==> config.mk <==
export PLATFORM = sky130hd
export DESIGN_NAME = branch_predictor_table
export DESIGN_NICKNAME = d
export VERILOG_FILES = /design/src/rtl/branch_predictor_table.sv
export SDC_FILE = /design/constraint.sdc
export NUM_CORES = 1
export LEC_CHECK = 0
export ABC_AREA = 1
export CELL_PAD_IN_SITES_DETAIL_PLACEMENT = 1
export CELL_PAD_IN_SITES_GLOBAL_PLACEMENT = 1
export CORE_MARGIN = 3
export CORE_UTILIZATION = 31
export DETAILED_ROUTE_END_ITERATION = 6
export PLACE_DENSITY_LB_ADDON = 0.1
export SLEW_MARGIN = 5
export SYNTH_ARGS = -nofsm -noshare
export SYNTH_HDL_FRONTEND = slang
export SYNTH_SLANG_ARGS = --single-unit
==> constraint.sdc <==
create_clock -name clk -period 1.54 [get_ports clk]
set_input_delay 0.308 -clock clk [delete_from_list [all_inputs] [get_ports clk]]
set_output_delay 0.308 -clock clk [all_outputs]
set_load 0.01 [all_outputs]
==> src/rtl/branch_predictor_table.sv <==
// Branch predictor table: a PC-indexed array of saturating counters plus a
// global history register, usable as a bimodal (MODE=0) or gshare (MODE=1)
// predictor.
//
// Ports:
//   clk, rst_n                      clock and synchronous active-low reset
//   lookup_valid, lookup_pc         IF-stage prediction request
//   pred_valid, pred_taken,         registered prediction, one cycle after the
//   pred_index                      request; pred_index travels down the pipe
//   update_valid, update_index,     EX-stage resolved outcome used for training
//   update_taken, update_mispredict
//   ghr                             current global history (debug)
//   mispredict_count                saturating count of resolved mispredicts
//
// Legal ranges: INDEX_BITS 1..12, CTR_BITS 1..4, HIST_BITS 1..INDEX_BITS.
// The table lives in flops so the whole array clears on reset.
module branch_predictor_table #(
    parameter int unsigned PC_WIDTH   = 32,
    parameter int unsigned INDEX_BITS = 4,
    parameter int unsigned CTR_BITS   = 2,
    parameter int unsigned HIST_BITS  = 4,
    parameter int unsigned MODE       = 0
) (
    input  logic                  clk,
    input  logic                  rst_n,
    input  logic                  lookup_valid,
    input  logic [PC_WIDTH-1:0]   lookup_pc,
    output logic                  pred_valid,
    output logic                  pred_taken,
    output logic [INDEX_BITS-1:0] pred_index,
    input  logic                  update_valid,
    input  logic [INDEX_BITS-1:0] update_index,
    input  logic                  update_taken,
    input  logic                  update_mispredict,
    output logic [HIST_BITS-1:0]  ghr,
    output logic [15:0]           mispredict_count
);

    localparam int Depth = 1 << INDEX_BITS;
    localparam logic [CTR_BITS-1:0] CtrMax  = CTR_BITS'((1 << CTR_BITS) - 1);
    // Weakly not-taken; evaluates to 0 when CTR_BITS is 1.
    localparam logic [CTR_BITS-1:0] CtrInit = CTR_BITS'((1 << (CTR_BITS - 1)) - 1);

    logic [CTR_BITS-1:0]   ctr_q [Depth];
    logic [CTR_BITS-1:0]   ctr_d [Depth];
    logic [HIST_BITS-1:0]  ghr_q, ghr_d;
    logic [15:0]           mcount_q, mcount_d;
    logic                  pred_valid_q, pred_valid_d;
    logic                  pred_taken_q, pred_taken_d;
    logic [INDEX_BITS-1:0] pred_index_q, pred_index_d;

    logic [INDEX_BITS-1:0] base_idx;
    logic [INDEX_BITS-1:0] ghr_ext;
    logic [INDEX_BITS-1:0] lookup_idx;
    logic [CTR_BITS-1:0]   upd_cur;
    logic [CTR_BITS-1:0]   upd_next;
    logic                  unused_pc;

    // Word-aligned PC: the two byte-offset bits and the high bits never index.
    assign base_idx  = lookup_pc[INDEX_BITS+1:2];
    assign unused_pc = ^{lookup_pc[1:0], lookup_pc[PC_WIDTH-1:INDEX_BITS+2]};
    assign ghr_ext   = INDEX_BITS'(ghr_q);

    always_comb begin
        lookup_idx = base_idx;
        if (MODE == 1) begin
            lookup_idx = base_idx ^ ghr_ext;
        end
    end

    // Saturating step of the entry being trained this cycle.
    always_comb begin
        upd_cur  = ctr_q[update_index];
        upd_next = upd_cur;
        if (update_taken) begin
            if (upd_cur != CtrMax) begin
                upd_next = upd_cur + 1'b1;
            end
        end else begin
            if (upd_cur != '0) begin
                upd_next = upd_cur - 1'b1;
            end
        end
    end

    always_comb begin
        ctr_d    = ctr_q;
        ghr_d    = ghr_q;
        mcount_d = mcount_q;
        if (update_valid) begin
            ctr_d[update_index] = upd_next;
            // Shift in the resolved outcome; the cast keeps the low HIST_BITS,
            // which also covers the single-bit history case.
            ghr_d = HIST_BITS'({ghr_q, update_taken});
            if (update_mispredict && (mcount_q != 16'hFFFF)) begin
                mcount_d = mcount_q + 16'd1;
            end
        end
    end

    always_comb begin
        pred_valid_d = lookup_valid;
        pred_taken_d = pred_taken_q;
        pred_index_d = pred_index_q;
        if (lookup_valid) begin
            pred_index_d = lookup_idx;
            // Same-cycle update to the looked-up entry is forwarded.
            if (update_valid && (update_index == lookup_idx)) begin
                pred_taken_d = upd_next[CTR_BITS-1];
            end else begin
                pred_taken_d = ctr_q[lookup_idx][CTR_BITS-1];
            end
        end
    end

    always_ff @(posedge clk) begin
        if (!rst_n) begin
            for (int i = 0; i < Depth; i++) begin
                ctr_q[i] <= CtrInit;
            end
            ghr_q        <= '0;
            mcount_q     <= '0;
            pred_valid_q <= 1'b0;
            pred_taken_q <= 1'b0;
            pred_index_q <= '0;
        end else begin
            ctr_q        <= ctr_d;
            ghr_q        <= ghr_d;
            mcount_q     <= mcount_d;
            pred_valid_q <= pred_valid_d;
            pred_taken_q <= pred_taken_d;
            pred_index_q <= pred_index_d;
        end
    end

    assign pred_valid       = pred_valid_q;
    assign pred_taken       = pred_taken_q;
    assign pred_index       = pred_index_q;
    assign ghr              = ghr_q;
    assign mispredict_count = mcount_q;

endmodule

Word-level counts from Yosys, hierarchy flattened

Cells that the tools add are included.

Bitwise gates (word level): 2
Reductions and logical operators: 5
Eq/ne operators: 3
Magnitude comparators: 3
Multiplexer cells: 13
$add $sub $neg: 3

Operators with widths:

| operator              | number |
|---|---|
| $bwmux 32             | 1 |
| $add 16x1->16 const B | 1 |
| $bmux 2 s4            | 2 |
| $mux 2                | 8 |
| $ne 16x16->1 const B  | 1 |
| $ge 5x5->1 const B    | 2 |
| $not 4->5             | 2 |
| $demux 2 s4           | 1 |
| $lt 5x1->1 const B    | 1 |
| $eq 4x4->1            | 1 |
| $logic_and 1x1->1     | 3 |
| $add 2x1->2 const B   | 1 |
| $ne 2x2->1 const B    | 1 |
| $reduce_and 2->1      | 1 |
| $reduce_bool 2->1     | 1 |
| $sub 2x1->2 const B   | 1 |
| $mux 1                | 1 |

Register bits: 58

Depth between registers and ports, before layout

Gate-level depths: netlist of run 1.

Depth in word-level cells: 8
Depth in mapped cells: 15
Depth with buffers taken out: 13

Worst setup path before layout of run 1

Ideal clock, no wire load.

Path kind: reg-to-reg
Start point: register mcount_q[0], in the netlist mispredict_count[0]
End point: register mcount_q[14], in the netlist mispredict_count[14]
Data arrival time: 1.560 ns
Cell stages (with the launch flop): 10
Slack: -0.137 ns
Setup time: 0.117 ns
Data required time: 1.423 ns
Cells stage by stage: dfxtp_1 ha_1 nand2_1 inv_1 nand4_1 nand3_2 nor2_1 nand3_1 o21ai_0 nor2_1

Longest elaborated chain between the ends: 3

RTL lines:

| item                                                                  | line | RTL |
|---|---|---|
| from (decl)                                                           | 47   | `logic [15:0] mcount_q, mcount_d;` |
| from (signal assigned)                                                | 129  | `mcount_q <= mcount_d;` |
| parallel branches: the longest is 3 deep, another holds $add 16x1->16 | n/a  |  |

Parallel ways; which one is timed is not known.
A chain may end at the register's enable or synchronous reset.

Worst setup path in the final report of run 1

Start point: register ctr_q[3] in the netlist's numbering
End point: register ctr_q[24] in the netlist's numbering

Longest elaborated chain between the ends: 7

RTL lines:

| item                                            | line   | RTL |
|---|---|---|
| from (decl)                                     | 44     | `logic [CTR_BITS-1:0] ctr_q [Depth];` |
| from (signal, indexed assignment)               | 119    | `ctr_q[i] <= CtrInit;` |
| from (signal assigned)                          | 127    | `ctr_q <= ctr_d;` |
| $bmux 2 s4 *                                    | 73     | `upd_cur = ctr_q[update_index];` |
| $mux 2 (implied by the code) * (2 in a row)     | 73     |  |
| $ne 2x2->1 or $reduce_bool 2->1 (tied branches) | 76, 80 |  |
| $mux 2 (on tied branches)                       | 76, 80 |  |
| $mux 2 *                                        | 75     | `if (update_taken) begin` |
| $bwmux 32 *                                     | 91     | `ctr_d[update_index] = upd_next;` |

Mark *: on every way between the ends. The rest lies on a longest branch, timed or not. The select of a mux whose other input is x is not followed.

==> summary.txt, run 1 <==
Synth
  • Synth top area share: 38.2%
  • Syn Area/Cell: 6.31 sq um
  • Most common cell in the netlist: nand2_1
  • Post-synth cell types: 28
  • Primary FF master, synth: dfxtp_1
  • Largest cells by area after synthesis: dfxtp_1 38%, nand2_1 17%, inv_1 8.9%
  • Post-synth top cells: 136 x nand2_1, 72 x inv_1, 58 x dfxtp_1, 46 x nor2_1, 42 x a21oi_1
  • Post-synth EDFFs: 0
  • Asr flop ratio synth: 0%
  • Seq/Total Area, Yosys: 38.2%
  • Mapped Cells: 481
  • Mapped cell area: 0.00304 sq mm
  • #FFs+latches synth: 58
  • Post-Syn Nets: 524
  • Post-synth top area cell: dfxtp_1
  • Synth Warn #: 0

GRT
  • Vias in the first global route: 3738
  • Pin count of the biggest net entering global routing: 27
  • First-pass GRT wire length: 18200 microns
  • Total gr overflow: 0
  • Total track usage: 20.8%
  • Initial antenna violation count: 0

Detailed routing
  • WL/cell: 15.4 microns
  • DR pass1 iterations: 4
  • Vias/cell: 4.84
  • WL final: 11400 microns
  • Vias after detailed routing: 3565
  • Post-route ant nets: 0
  • 1st-iter DRT viols: 106
  • DRC: 0

Finish
  • # fillers: 1274
  • Layout cells sized above 1: 30.0%
  • Area delta synth->final: 56.4%
  • Final Core Density: 50.7%
  • Antenna Cells: 0
  • Final #Nets: 645

Placement
  • Placed wire-length estimate: 8190 microns
  • Final Wtd Congestion: 0.830
  • Pre-CTS setup slack: -0.762 ns
  • # port buffers: 39

STA
  • Worst rel slew slack: 75.1%
  • Min Tclk post-route: 1.60 ns
  • Hold Vio Cnt, Final: 0
  • Fmax: 627 MHz
  • RSZ-0062 raised after global routing: true
  • Setup violations, final: 8
  • Post-layout worst setup margin: -0.0554 ns
  • Worst Clk Skew: 0.0134 ns
  • Slew at the pin with the worst max-slew slack: 0.370 ns
  • Final Max Tran Viols: 0
  • TNS Setup: -0.317 ns
  • Final worst-path cycle share: 104%

Floorplanning
  • Initial core utilization: 32.4%
  • Num ports: 68
  • CORE AREA: 0.00937 sq mm
  • Site Rows: 35
  • Die area: 0.0110 sq mm
  • Height of the die: 105 microns
  • Die X: 105 microns

Critical path
  • Critical path class: reg -> reg
  • Critical Path RT: 1.78 ns
  • Setup crit end kind: flip-flop
  • CP max FO: 7
  • Crit start category: flip-flop
  • Crit path DAT: 1.83 ns

Clock network
  • Worst-Skew Late Latency: 0.35 ns
  • Clk buf depth: 2
  • Number of H-tree levels: 3
  • CTS Buf Count: 9
  • CTS root buf: clkbuf_8
  • Clock slew at reported path FFs: 0.08 ns
  • CTS tree: done
  • Clock sinks: 58

Run status
  • Failing checks: setup timing
  • Status: finished with violations

Power and ir drop
  • VDD IR max: 0.308 mV
  • Lkg Pwr: 2.30 nW
  • Pwr dens: 823 mW/mm^2

Worst hold path
  • Hold crit path type: reg -> reg

Run
  • Max Cap Viol: 0
through the flow:
stage	hold WS (ns)	total power [mW]	instances	cell area (sq um)
floorplan	0.440	1.85	481	3050
global placement	0.450	2.15	709	4160
detailed placement	0.453	2.16	709	4160
CTS	0.470	3.95	732	4570
global route	0.480	4.09	736	4750
finish	0.467	3.91	736	4750
logic make-up (layout without fill, tap and decap cells):
family                   Yosys count  after routing  synth area share (%)
AND/OR/NAND/NOR                  230            230                  31.3
XOR/XNOR                           4              4                  1.15
flip-flops                        58             58                  38.2
AO/OA/AOI/OAI                     98             98                  17.2
adder cells (fa/ha/maj)            1              1                 0.412
buffers and inverters             90            216                  11.7
where the power goes:
part	total [mW]	leakage [nW]	internal, mW	switching [mW]
clock network	1.71	0.119	1.04	0.668
registers	1.57	0.478	1.54	0.0259
logic	0.636	1.71	0.282	0.354
total	3.91	2.30	2.86	1.05
placed cells by master, fill, tap and decap left out, drive strengths merged:
cell type	Yosys	layout
a21oi	42	42
buf	5	89
bufinv	0	2
clkbuf	11	12
clkdlybuf4s50	0	7
clkinv	1	2
clkinvlp	0	1
dfxtp	58	58
dlygate4sd2	0	29
dlymetal6s2s	0	1
ha	1	1
inv	73	73
nand2	137	137
nand3	31	31
nand4	4	4
nor2	47	47
nor3	6	6
nor3b	2	2
nor4	3	3
o211ai	7	7
o21ai	46	46
o21bai	1	1
o22ai	1	1
o31ai	1	1
xnor2	2	2
xor2	2	2
sequential cells by signal, indices dropped and copies added, names as in the netlist:
| register | flops |
|---|---|
| pred_index | 4 |
| mispredict_count | 16 |
| pred_taken | 1 |
| ghr | 4 |
| pred_valid | 1 |
| ctr_q | 32 |
routing by layer:
| metal | routed length (microns) | GRT usage (%) |
|---|---|---|
| met5 | 0 | 0 |
| met4 | 235 | 7.69 |
| met3 | 335 | 3.89 |
| met2 | 5850 | 37.9 |
| met1 | 4950 | 23.8 |
final cells by class:
| type | instances | area (sq um) | area share, % |
|---|---|---|---|
| Multi-Input combinational cell | 333 | 1780 | 37.5 |
| Sequential cell | 58 | 1180 | 24.8 |
| Timing Repair Buffer | 126 | 1110 | 23.4 |
| Inverter | 74 | 280 | 5.90 |
| Clock buffer | 12 | 165 | 3.48 |
| Tap cell | 129 | 161 | 3.40 |
| Clock inverter | 4 | 72.6 | 1.53 |
timing repair:
item | CTS | global route
hold buffers | 0 | 0
gates cloned | 1 | 0
gates resized for setup | 80 | 56
pin swaps | 7 | 23
hold endpoints to repair | 0 | 0
endpoints found under the setup margin | 67 | 49
setup buffers | 6 | 5
final timing paths:
check,start,end,slack (ns),depth (start not counted)
setup / recovery,ctr_q[3],ctr_q[24],-0.06,12
hold / removal,pred_taken,pred_taken,0.47,2
hold reg to reg,pred_taken,pred_taken,0.47,2
setup reg to reg,ctr_q[3],ctr_q[24],-0.06,12
critical path, stage by stage (launching register included):
cell and delay (ns):
dfxtp_2 0.33, nand2_1 0.06, nand2_1 0.06, nand2_1 0.06, nand2_1 0.06, nand2_1 0.09, nand4_1 0.14, o21ai_2 0.19
o21ai_4 0.10, buf_12 0.14, buf_12 0.14, nand2_4 0.07, nand3_2 0.05
Power figures use the tool's default switching activity.
==> run 2, diff against run 1 <==
CORE_UTILIZATION = 35   (was 31)
clock period = 1.7 ns   (was 1.54 ns; I/O delays follow)
==> run 2 against run 1 <==
The flow now finishes without violations. Power is 19% lower. Critical path type is now reg -> out. Design area is 11% lower. Final cell count is 7.3% lower.
==> summary.txt, run 2 (same netlist as run 1, synthesis figures left out) <==
GRT
  • Pin count of the biggest net entering global routing: 27 (unchanged)
  • Met1 usage: 27.3% (+3.4 points)
  • GR peak layer: met2
  • Grt met3 use: 3.09% (-0.81 points)
  • GR Layer Usage met2: 38.6% (+0.68 points)
  • Initial antenna violation count: 0 (unchanged)
  • First-pass GRT wire length: 17200 microns (-5.4%)
  • Total track usage: 21.7% (+0.99 points)
  • Vias in the first global route: 3563 (-4.7%)
  • Total gr overflow: 0 (unchanged)

Floorplanning
  • Initial core utilization: 36.4% (+4.0 points)
  • Num ports: 68 (unchanged)
  • Height of the die: 99.1 microns (-5.6%)
  • Site Rows: 33 (-5.7%)
  • Die X: 99.1 microns (-5.6%)
  • CORE AREA: 0.00834 sq mm (-11%)
  • Die area: 0.00983 sq mm (-11%)

STA
  • Fmax: 613 MHz
  • Hold Vio Cnt, Final: 0 (unchanged)
  • Min Tclk post-route: 1.63 ns
  • Hold WS: 0.483 ns (+0.0163 ns)
  • Final Max Tran Viols: 0 (unchanged)
  • Final worst-path cycle share: 96.0%
  • Worst Clk Skew: 0.0110 ns (-0.00238 ns)
  • Worst rel slew slack: 74.9% (-0.13 points)
  • Slew at the pin with the worst max-slew slack: 0.375 ns (+0.00464 ns)
  • Setup violations, final: 0 (-8)
  • TNS Setup: 0 ns (+0.317 ns)

Critical path
  • Critical path class: reg -> out
  • CP max FO: 4 (-3)
  • Worst-case reg-to-reg path depth: 10 (-2)
  • Levels on crit path: 1 (-11)
  • Crit path DAT: 1.29 ns (-0.54 ns)
  • Crit start category: flip-flop
  • CP top delay family: buffers and inverters
  • Biggest cell delay along the critical path: 0.56 ns (+0.23 ns)
  • Setup crit end kind: output port
  • CP Cell Sequence: clkdlybuf4s50_1
  • Slowest CP cell: clkdlybuf4s50_1
  • Buffer and inverter count on the worst path: 1 (-1)
  • Critical Path RT: 1.36 ns (-0.42 ns)

Worst hold path
  • Hold crit path type: reg -> reg
  • Worst Hold Path Cells: 2 (unchanged)

Power and ir drop
  • Pwr dens: 753 mW/mm^2 (-8.6%)
  • Lkg Pwr: 1.94 nW (-16%)
  • VDD IR max: 0.360 mV (+17%)

Clock network
  • CTS Buf Count: 9 (unchanged)
  • Worst-Skew Late Latency: 0.34 ns (about the same)
  • CTS root buf: clkbuf_8
  • Hold-fix buffers at CTS: 0 (unchanged)
  • CTS tree: done
  • Clock sinks: 58 (unchanged)
  • Clk buf depth: 2 (unchanged)
  • Number of H-tree levels: 3 (unchanged)
  • Clock slew at reported path FFs: 0.07 ns (about the same)

Run status
  • Status: finished clean

Detailed routing
  • 1st-iter DRT viols: 100 (-5.7%)
  • DR pass1 iterations: 4 (unchanged)
  • Post-route ant nets: 0 (unchanged)
  • WL/cell: 15.1 microns (-2.4%)
  • DRC: 0 (unchanged)
  • Vias/cell: 4.99 (+3.0%)
  • Vias after detailed routing: 3404 (-4.5%)
  • WL final: 10300 microns (-9.5%)

Finish
  • Leading cell type in the layout, fill and taps excluded: nand2_1
  • Final #Nets: 616 (-4.5%)
  • # fillers: 1125 (-12%)
  • Largest Register: ctr_q
  • Area delta synth->final: 38.9%
  • Most frequent cells in the layout: 135 x nand2_1, 71 x inv_1, 57 x dfxtp_1, 51 x buf_4
  • Layout cells sized above 1: 16.3% (-14 points)
  • Largest register FFs: 32 (unchanged)
  • Antenna Cells: 0 (unchanged)

Placement
  • # port buffers: 39 (unchanged)
  • Final Wtd Congestion: 0.902 (+8.7%)
  • Placed wire-length estimate: 7720 microns (-5.7%)

Run
  • Max Cap Viol: 0 (unchanged)
==> run 2: where the power goes <==
group	switching (mW)	internal (mW)
clock network	0.560	0.706
logic	0.279	0.216
registers	0.0204	1.39
total	0.860	2.32
==> run 2: area by class of cell <==
type | instances | area (sq um) | share of cell area, %
Inverter | 74 | 283 | 6.70
Timing Repair Buffer | 97 | 886 | 21.0
Tap cell | 105 | 131 | 3.11
Sequential cell | 58 | 1160 | 27.6
Clock buffer | 12 | 145 | 3.44
Multi-Input combinational cell | 333 | 1570 | 37.2
Clock inverter | 3 | 40.0 | 0.949
==> run 2: repair_timing <==
action                                  4_1_cts  5_1_grt
pin swaps                                     0        6
gates resized for setup                      18       22
endpoints found under the setup margin       38       48
endpoints found under the hold margin         0        0
cloned                                        1        0
setup buffers                                 0        3
==> run 2: path summary, 6_finish.rpt <==
| kind | from | endpoint | slack, ns |
|---|---|---|---|
| min | pred_taken | pred_taken | 0.48 |
| max | mispredict_count[11] | mispredict_count[11] | 0.07 |
| min reg2reg | pred_taken | pred_taken | 0.48 |
| max reg2reg | mispredict_count[8] | mispredict_count[14] | 0.12 |
==> run 2: layer usage <==
metal  wire [microns]  vias up  part of all wire (%)
li1                 -     1714                     -
met1             4880     1632                    47
met2             4980       48                    48
met3              299       10                   2.9
met4              123        0                   1.2
met5                0        -                     0
==> run 2: through the flow <==
step	util [%]	instances	setup slack (ns)	power (mW)	cell area (sq um)
floorplan	-	481	0.0230	1.68	3040
global placement	47.2	663	-0.593	1.92	3940
detailed placement	47.2	663	-0.641	1.93	3940
CTS	49.7	679	0.00424	3.21	4140
global route	50.6	682	-0.00990	3.32	4220
finish	50.6	682	0.0687	3.18	4220
